--- config.mk ---
export PLATFORM = sky130hd
export DESIGN_NAME = rx_deser_lanes
export DESIGN_NICKNAME = d
export VERILOG_FILES = /design/src/rtl/rx_deser_lanes.sv
export SDC_FILE = /design/constraint.sdc
export NUM_CORES = 1
export LEC_CHECK = 0
export ABC_CLOCK_PERIOD_IN_PS = 2750
export CORE_MARGIN = 1.5
export CORE_UTILIZATION = 52
export CTS_BUF_LIST = sky130_fd_sc_hd__clkbuf_16
export DETAILED_ROUTE_END_ITERATION = 10
export PLACE_DENSITY = 0.85
export SLEW_MARGIN = 20
export SYNTH_ARGS = -nofsm -noshare
export SYNTH_HDL_FRONTEND = slang
export SYNTH_SLANG_ARGS = --single-unit
--- constraint.sdc ---
create_clock -name clk_32f -period 2.75 [get_ports clk_32f]
set_clock_uncertainty 0.1 [all_clocks]
set_input_delay 0.6875 -clock clk_32f [delete_from_list [all_inputs] [get_ports clk_32f]]
set_output_delay 0.6875 -clock clk_32f [all_outputs]
set_load 0.02 [all_outputs]
--- src/rtl/rx_deser_lanes.sv ---
// Serial receive path: comma-aligned word deserialiser with lock tracking that
// drops comma/idle symbols and deals data words round-robin across LANES outputs.
module rx_deser_lanes #(
  parameter int               WIDTH         = 8,
  parameter int               LANES         = 4,
  parameter logic [WIDTH-1:0] COMMA         = 8'hBC,
  parameter logic [WIDTH-1:0] IDLE          = 8'h7C,
  parameter int               LOCK_COUNT    = 4,
  parameter int               COMMA_TIMEOUT = 16
) (
  input  logic                    clk_32f,
  input  logic                    reset,
  input  logic                    data_in,
  output logic [LANES*WIDTH-1:0]  data_out,
  output logic [LANES-1:0]        valid_out,
  output logic                    word_strobe,
  output logic                    active,
  output logic [((LANES > 1) ? $clog2(LANES) : 1)-1:0] lane_ptr
);

  localparam int PTR_W = (LANES > 1) ? $clog2(LANES) : 1;
  localparam int CNT_W = $clog2(WIDTH);
  localparam int LCK_W = $clog2(LOCK_COUNT + 1);
  localparam int TO_W  = $clog2(COMMA_TIMEOUT + 1);

  typedef enum logic [1:0] {SEARCH, LOCKING, ACTIVE} state_t;

  state_t           state_q, state_d;
  logic [WIDTH-2:0] sr_q;
  logic [CNT_W-1:0] bit_cnt_q, bit_cnt_d;
  logic [LCK_W-1:0] comma_cnt_q, comma_cnt_d, comma_inc;
  logic [TO_W-1:0]  since_q, since_d, since_inc;
  logic [PTR_W-1:0] ptr_q, ptr_d, ptr_next;
  logic             active_q, active_d;
  logic             strobe_q, strobe_d;
  logic [LANES-1:0] valid_q, valid_d;
  logic             wr_en;
  logic [WIDTH-1:0] lane_q [LANES];

  logic [WIDTH-1:0] cand;
  logic             word_done, is_comma, is_idle;

  assign cand      = {sr_q, data_in};
  assign word_done = (bit_cnt_q == CNT_W'(WIDTH - 1));
  assign is_comma  = (cand == COMMA);
  assign is_idle   = (cand == IDLE);
  assign comma_inc = comma_cnt_q + 1'b1;
  assign since_inc = since_q + 1'b1;
  assign ptr_next  = (ptr_q == PTR_W'(LANES - 1)) ? '0 : ptr_q + 1'b1;

  // NOTE: every output of this block is given a default first so no path
  // through the case statement leaves a value unassigned (which infers a latch).
  always_comb begin
    state_d     = state_q;
    bit_cnt_d   = word_done ? '0 : bit_cnt_q + 1'b1;
    comma_cnt_d = comma_cnt_q;
    since_d     = since_q;
    ptr_d       = ptr_q;
    active_d    = active_q;
    strobe_d    = 1'b0;
    wr_en       = 1'b0;
    valid_d     = '0;

    unique case (state_q)
      SEARCH: begin
        // Any bit position may hold the comma; finding it sets word alignment.
        if (is_comma) begin
          bit_cnt_d   = '0;
          comma_cnt_d = LCK_W'(1);
          if (LOCK_COUNT == 1) begin
            state_d  = ACTIVE;
            active_d = 1'b1;
            ptr_d    = '0;
            since_d  = '0;
          end else begin
            state_d = LOCKING;
          end
        end
      end
      LOCKING: begin
        if (word_done) begin
          strobe_d = 1'b1;
          if (is_comma) begin
            comma_cnt_d = comma_inc;
            if (comma_inc == LCK_W'(LOCK_COUNT)) begin
              state_d  = ACTIVE;
              active_d = 1'b1;
              ptr_d    = '0;
              since_d  = '0;
            end
          end else begin
            state_d     = SEARCH;
            comma_cnt_d = '0;
          end
        end
      end
      ACTIVE: begin
        if (word_done) begin
          strobe_d = 1'b1;
          if (is_comma) begin
            ptr_d   = '0;
            since_d = '0;
          end else begin
            if (!is_idle) begin
              wr_en            = 1'b1;
              valid_d[ptr_q]   = 1'b1;
              ptr_d            = ptr_next;
            end
            since_d = since_inc;
            // The word that reaches the timeout is still delivered above.
            if (since_inc == TO_W'(COMMA_TIMEOUT)) begin
              state_d     = SEARCH;
              active_d    = 1'b0;
              comma_cnt_d = '0;
            end
          end
        end
      end
      default: state_d = SEARCH;
    endcase
  end

  // NOTE: sequential state uses non-blocking assignments only, so every
  // register samples the pre-edge values regardless of statement order.
  always_ff @(posedge clk_32f or negedge reset) begin
    if (!reset) begin
      state_q     <= SEARCH;
      sr_q        <= '0;
      bit_cnt_q   <= '0;
      comma_cnt_q <= '0;
      since_q     <= '0;
      ptr_q       <= '0;
      active_q    <= 1'b0;
      strobe_q    <= 1'b0;
      valid_q     <= '0;
    end else begin
      state_q     <= state_d;
      sr_q        <= cand[WIDTH-2:0];
      bit_cnt_q   <= bit_cnt_d;
      comma_cnt_q <= comma_cnt_d;
      since_q     <= since_d;
      ptr_q       <= ptr_d;
      active_q    <= active_d;
      strobe_q    <= strobe_d;
      valid_q     <= valid_d;
    end
  end

  // NOTE: the lane registers are architecturally visible outputs that must read
  // zero after reset, so they are reset rather than left as uninitialised storage.
  always_ff @(posedge clk_32f or negedge reset) begin
    if (!reset) begin
      for (int k = 0; k < LANES; k++) lane_q[k] <= '0;
    end else begin
      for (int k = 0; k < LANES; k++) begin
        if (wr_en && (ptr_q == PTR_W'(k))) lane_q[k] <= cand;
      end
    end
  end

  for (genvar k = 0; k < LANES; k++) begin : g_lane
    assign data_out[k*WIDTH +: WIDTH] = lane_q[k];
  end

  assign valid_out   = valid_q;
  assign word_strobe = strobe_q;
  assign active      = active_q;
  assign lane_ptr    = ptr_q;

endmodule

# ---- After elaboration in Yosys (flattened, before gate mapping)
# Cells that the tools add are included.
dict set report word_totals {
  register_bits 60
  word_cells 104
  input_bits 3
}
dict set report classes {
  n_eq_ne 19
  n_lt_le_gt_ge 2
  n_addsub 4
  n_mux 51
  reduce_logical 15
}
# cell count
set ops {}
lappend ops {{two-way mux 2 bit} 14}
lappend ops {{two-way mux 3 bit} 9}
lappend ops {{two-way mux 5 bit} 5}
lappend ops {{AND reduction 6 bit} 3}
lappend ops {{two-way mux 4 bit} 4}
lappend ops {{inequality test 2 bit (second input constant)} 7}
lappend ops {{two-way mux 1 bit} 13}
lappend ops {{one-hot mux 5 bit (2 select lines)} 1}
lappend ops {{one-hot mux 3 bit (3 select lines)} 1}
lappend ops {{equality test 8 x 7 -> 1 bit (second input constant)} 1}
lappend ops {{equality test 8 bit (second input constant)} 1}
lappend ops {{AND reduction 7 bit} 1}
lappend ops {{adder 3 x 1 -> 3 bit (second input constant)} 2}
lappend ops {{equality test 2 bit (second input constant)} 3}
lappend ops {{equality test 3 bit (second input constant)} 2}
lappend ops {{inequality test 3 bit (second input constant)} 2}
lappend ops {{one-hot mux 2 bit (3 select lines)} 1}
lappend ops {{adder 5 x 1 -> 5 bit (second input constant)} 1}
lappend ops {{equality test 5 bit (second input constant)} 1}
lappend ops {{logical AND 1 bit} 5}
lappend ops {{AND reduction 5 bit} 1}
lappend ops {{equality test 2 x 1 -> 1 bit (second input constant)} 2}
lappend ops {{zero test 2 bit} 2}
lappend ops {{one-hot mux 2 bit (2 select lines)} 1}
lappend ops {{other kinds (8)} 8}

# ---- Longest topological paths before layout
# Gate-level depths: netlist of the first run.
dict set report logic_depth {
  word_depth 8
  depth_mapped 9
}

# ---- Worst setup path after synthesis of the first run
# OpenSTA, ideal clock, no wires.
dict set report synth_timing {
  path_kind {input to register}
  startpoint {in data_in}
  endpoint {reg comma_cnt_q[1]}
  t_arrival_ns 2.164
  path_slack_ns 0.361
  stages 6
  t_required_ns 2.525
  path_cell_list {and4bb_1 and4_4 buf_6 or4_4 o2bb2ai_4 mux2_4}
}
dict set report synth_via {
  elab_chain_cells 4
  word_cells_on_any_way 7
  cone_classes {eq/ne (3); mux (3); reduce/logical (1)}
}
# item line_no
set synth_lines {}
lappend synth_lines {{from (decl)} 13} ;# input logic data_in,
lappend synth_lines {{equality test 8 bit (*)} 45} ;# assign is_comma = (cand == COMMA);
lappend synth_lines {{two-way mux 3 bit} 83} ;# if (is_comma) begin
lappend synth_lines {{two-way mux 3 bit} 81} ;# if (word_done) begin
lappend synth_lines {{one-hot mux 3 bit (3 select lines)} 64} ;# unique case (state_q)
lappend synth_lines {{to (signal assigned)} 140} ;# comma_cnt_q <= comma_cnt_d;
lappend synth_lines {{to (decl)} 31} ;# logic [LCK_W-1:0] comma_cnt_q, comma_cnt_d, comma_inc;
# Mark *: on every way between the ends. The rest lies on a longest branch, timed or not. The select of a mux whose other input is x is not followed.
# A chain may end at the register's enable or synchronous reset.

# ---- Worst setup path after layout of the first run
dict set report layout_timing {
  startpoint {in data_in}
  endpoint {reg comma_cnt_q[2]}
}
# The elaborated chain is that of the path after synthesis.

==> results.json, run 1 <==
{
  "num_antenna_cells": 0,
  "min_path_type": "in -> async",
  "ctsHoldBuffers": 0,
  "crit_end": "comma_cnt_q[2]",
  "netlist_instances": 191,
  "ir_drop_uv": 410,
  "antenna_found_initial": 0,
  "r2r_slack_ps": 520,
  "period_needed_ps": 2560,
  "grt_pass1_vias": 1748,
  "critPathMaxFanout": 4,
  "cp-start-kind": "primary input",
  "dr_total_vias": 1727,
  "synthFlopType": "dfrtp_1",
  "cts_buffers": 9,
  "io_pins": 43,
  "grt_max_degree": 61,
  "worstSetupEndpointType": "flop",
  "postCtsSetupBuffers": 0,
  "crit_start": "data_in",
  "drtPass1Iterations": 4,
  "synth-async-reset-ratio_pct": 100,
  "drt-wirelength-per-cell_um": 16.2,
  "synth_seq_cells": 60,
  "drtIter0Drc": 95,
  "synth_area_um2": 2570,
  "clk_latency_ps": 330,
  "muxShareOfSynthArea_pct": 15.5,
  "synth_xor_area_share_pct": 1.02,
  "synth_top_family_by_area": "multiplexers",
  "place_congestion": 0.814,
  "fillers": 294,
  "clockBufferDepth": 2,
  "ys_top_cells_by_area": "dfrtp_1, mux2_2, ha_1",
  "rows": 25,
  "power.density_nw_per_um2": 685,
  "final_antenna_net_count": 0,
  "timing.rr.start": "state_q[0]",
  "die_area_um2": 5370,
  "yosys_warnings": 0,
  "setup_viol": 0,
  "finalNonFillerCells": 325,
  "nets": 269,
  "reg2reg_depth": 8,
  "worst_ep_arrival_time_ps": 2660,
  "core_area_um2": 4720,
  "synth_edf_count": 0,
  "drive_above_1_share_pct": 24.8,
  "grt_pass1_wl_um": 8700,
  "max_freq_ghz": 0.391,
  "initial_core_util_pct": 54.3,
  "drc": 0,
  "timing.rr.end": "comma_cnt_q[2]",
  "routed_wl_um": 5260,
  "drv_slew": 0,
  "chipHeight_um": 73.3,
  "p_leak_nw": 1.65,
  "yosysMostFrequentCell": "dfrtp_1",
  "htreeDepth": 3,
  "synthSimpleGateAreaFrac_pct": 8.73,
  "ctsResizeCount": 0,
  "cts_root_buf": "clkbuf_16",
  "cts_tree": "yes",
  "synth.distinct_cells": 37,
  "place_ws_ps": -83.9,
  "maxSlewHeadroom_pct": 65.8,
  "grt_usage_pct": 22.3,
  "synthAdderAreaFrac_pct": 6.34,
  "syn_to_final_growth_pct": 36.1,
  "period_share_pct": 93.1,
  "syn_area_per_cell_um2": 13.4,
  "synth_common_cells": "dfrtp_1, mux2_2, nand2_1",
  "dp.cells": 309,
  "required_ps": 2850,
  "port-buffer-count": 42,
  "numClockSinks": 60,
  "clk_pin_slew_ps": 50,
  "worst-setup-path-type": "in -> reg",
  "ys_seq_area_share_pct": 58.5,
  "synth-compound-area-share_pct": 7.85,
  "hold_viol": 0,
  "layout_setup_ws_ps": 190,
  "viasPerCell": 5.31,
  "netlist.area_leader.share_pct": 58.5,
  "max-cap-violations": 0,
  "rsz0062_at_grt": "no",
  "dp_hpwl_um": 3500,
  "synth_nets": 207,
  "outcome": "completed",
  "die_w_um": 73.3,
  "synth_top_area_cell": "dfrtp_1",
  "worst_slew_pin_slew_ps": 508,
  "overflow": 0
}
-- kinds of logic (layout without fill, tap and decap cells) --
family / count (synthesis) / after routing
AO/OA/AOI/OAI: 25 / 25
XOR/XNOR: 3 / 3
adder cells (fa/ha/maj): 13 / 13
buffers and inverters: 12 / 79
flip-flops: 60 / 60
multiplexers: 35 / 35
AND/OR/NAND/NOR: 43 / 43
-- metrics by stage --
step	hold WS [ps]	area (µm²)	power, mW	TNS, ps	util [%]
4_1_cts	276	3490	2.41	0	74.0
2_1_floorplan	292	2570	1.16	0	-
6_report	251	3490	2.39	0	74.0
3_3_place_gp	334	3190	1.24	-48.4	67.4
3_5_place_dp	331	3190	1.25	-187	67.4
5_1_grt	297	3490	2.48	0	74.0
-- report_power, final --
part / leakage [nW] / total (mW) / internal [mW] / switching (mW)
sequential: 0.806 / 0.963 / 0.925 / 0.0377
combinational: 0.695 / 0.275 / 0.130 / 0.145
clock: 0.149 / 1.15 / 0.778 / 0.374
total: 1.65 / 2.39 / 1.83 / 0.557
-- cells in the final DEF, fill, tap and decap left out, types with 2 or more instances in the layout --
master            n
xor2_1            2
clkinv_1          3
nor3_1            3
mux2_2           33
o21ai_0           9
bufinv_16         2
nand2_1          14
a21boi_0          3
nor2_1            8
dfrtp_1          60
and2_1            3
buf_4             8
buf_12            4
ha_1             13
inv_1            10
clkbuf_16         9
nor2b_1           2
a31oi_1           2
nand3_1           4
clkdlybuf4s50_1  41
nand4_1           2
nand2b_1          3
-- critical path, stage by stage --
cell	delay, ps
clkdlybuf4s50_1	480
and4bb_1	260
and4_4	200
or4_4	490
o2bb2ai_4	190
mux2i_1	240
o21ai_0	110
-- layer usage --
layer | GRT usage (%) | wire, µm | vias to the layer above
li1 | - | - | 807
met1 | 28.0 | 2300 | 872
met2 | 35.3 | 2580 | 37
met3 | 5.76 | 241 | 11
met4 | 12.6 | 136 | 0
met5 | 0 | 0 | -
-- cell type report --
| type | instances | area (µm²) | share of cell area, % |
|---|---|---|---|
| inverters | 9 | 33.8 | 0.967 |
| repair buffers | 54 | 556 | 15.9 |
| flip-flops and latches | 60 | 1500 | 43.0 |
| clock inverters | 7 | 82.6 | 2.36 |
| clock buffers | 9 | 225 | 6.45 |
| multi-input cells | 119 | 1010 | 28.9 |
| well taps | 67 | 83.8 | 2.40 |
-- worst min path at each step --
stage | start | endpoint | slack (ps) | cells past startpoint
after global placement | bit_cnt_q[0] | bit_cnt_q[0] | 330 | 1
after detailed placement | bit_cnt_q[0] | bit_cnt_q[0] | 330 | 1
after global routing | reset | bit_cnt_q[1] | 300 | 2
final | reset | since_q[2] | 250 | 2
after floorplan | reset | active | 290 | 0
after CTS | reset | since_q[2] | 280 | 2
-- registers in the layout, summed over array words and instances, names as in the netlist --
| register | count |
|---|---|
| word_strobe | 1 |
| lane_ptr | 2 |
| sr_q | 7 |
| bit_cnt_q | 3 |
| comma_cnt_q | 3 |
| active | 1 |
| since_q | 5 |
| data_out | 32 |
| valid_out | 4 |
| state_q | 2 |
Note: power is estimated with default switching activity, not from simulation.
==> inputs of run 2 (changes only) <==
SKIP_CTS_REPAIR_TIMING = 1   (was not set)
==> results of run 2 <==
No change in the layout: final DEF, timing and power equal those of run 1.
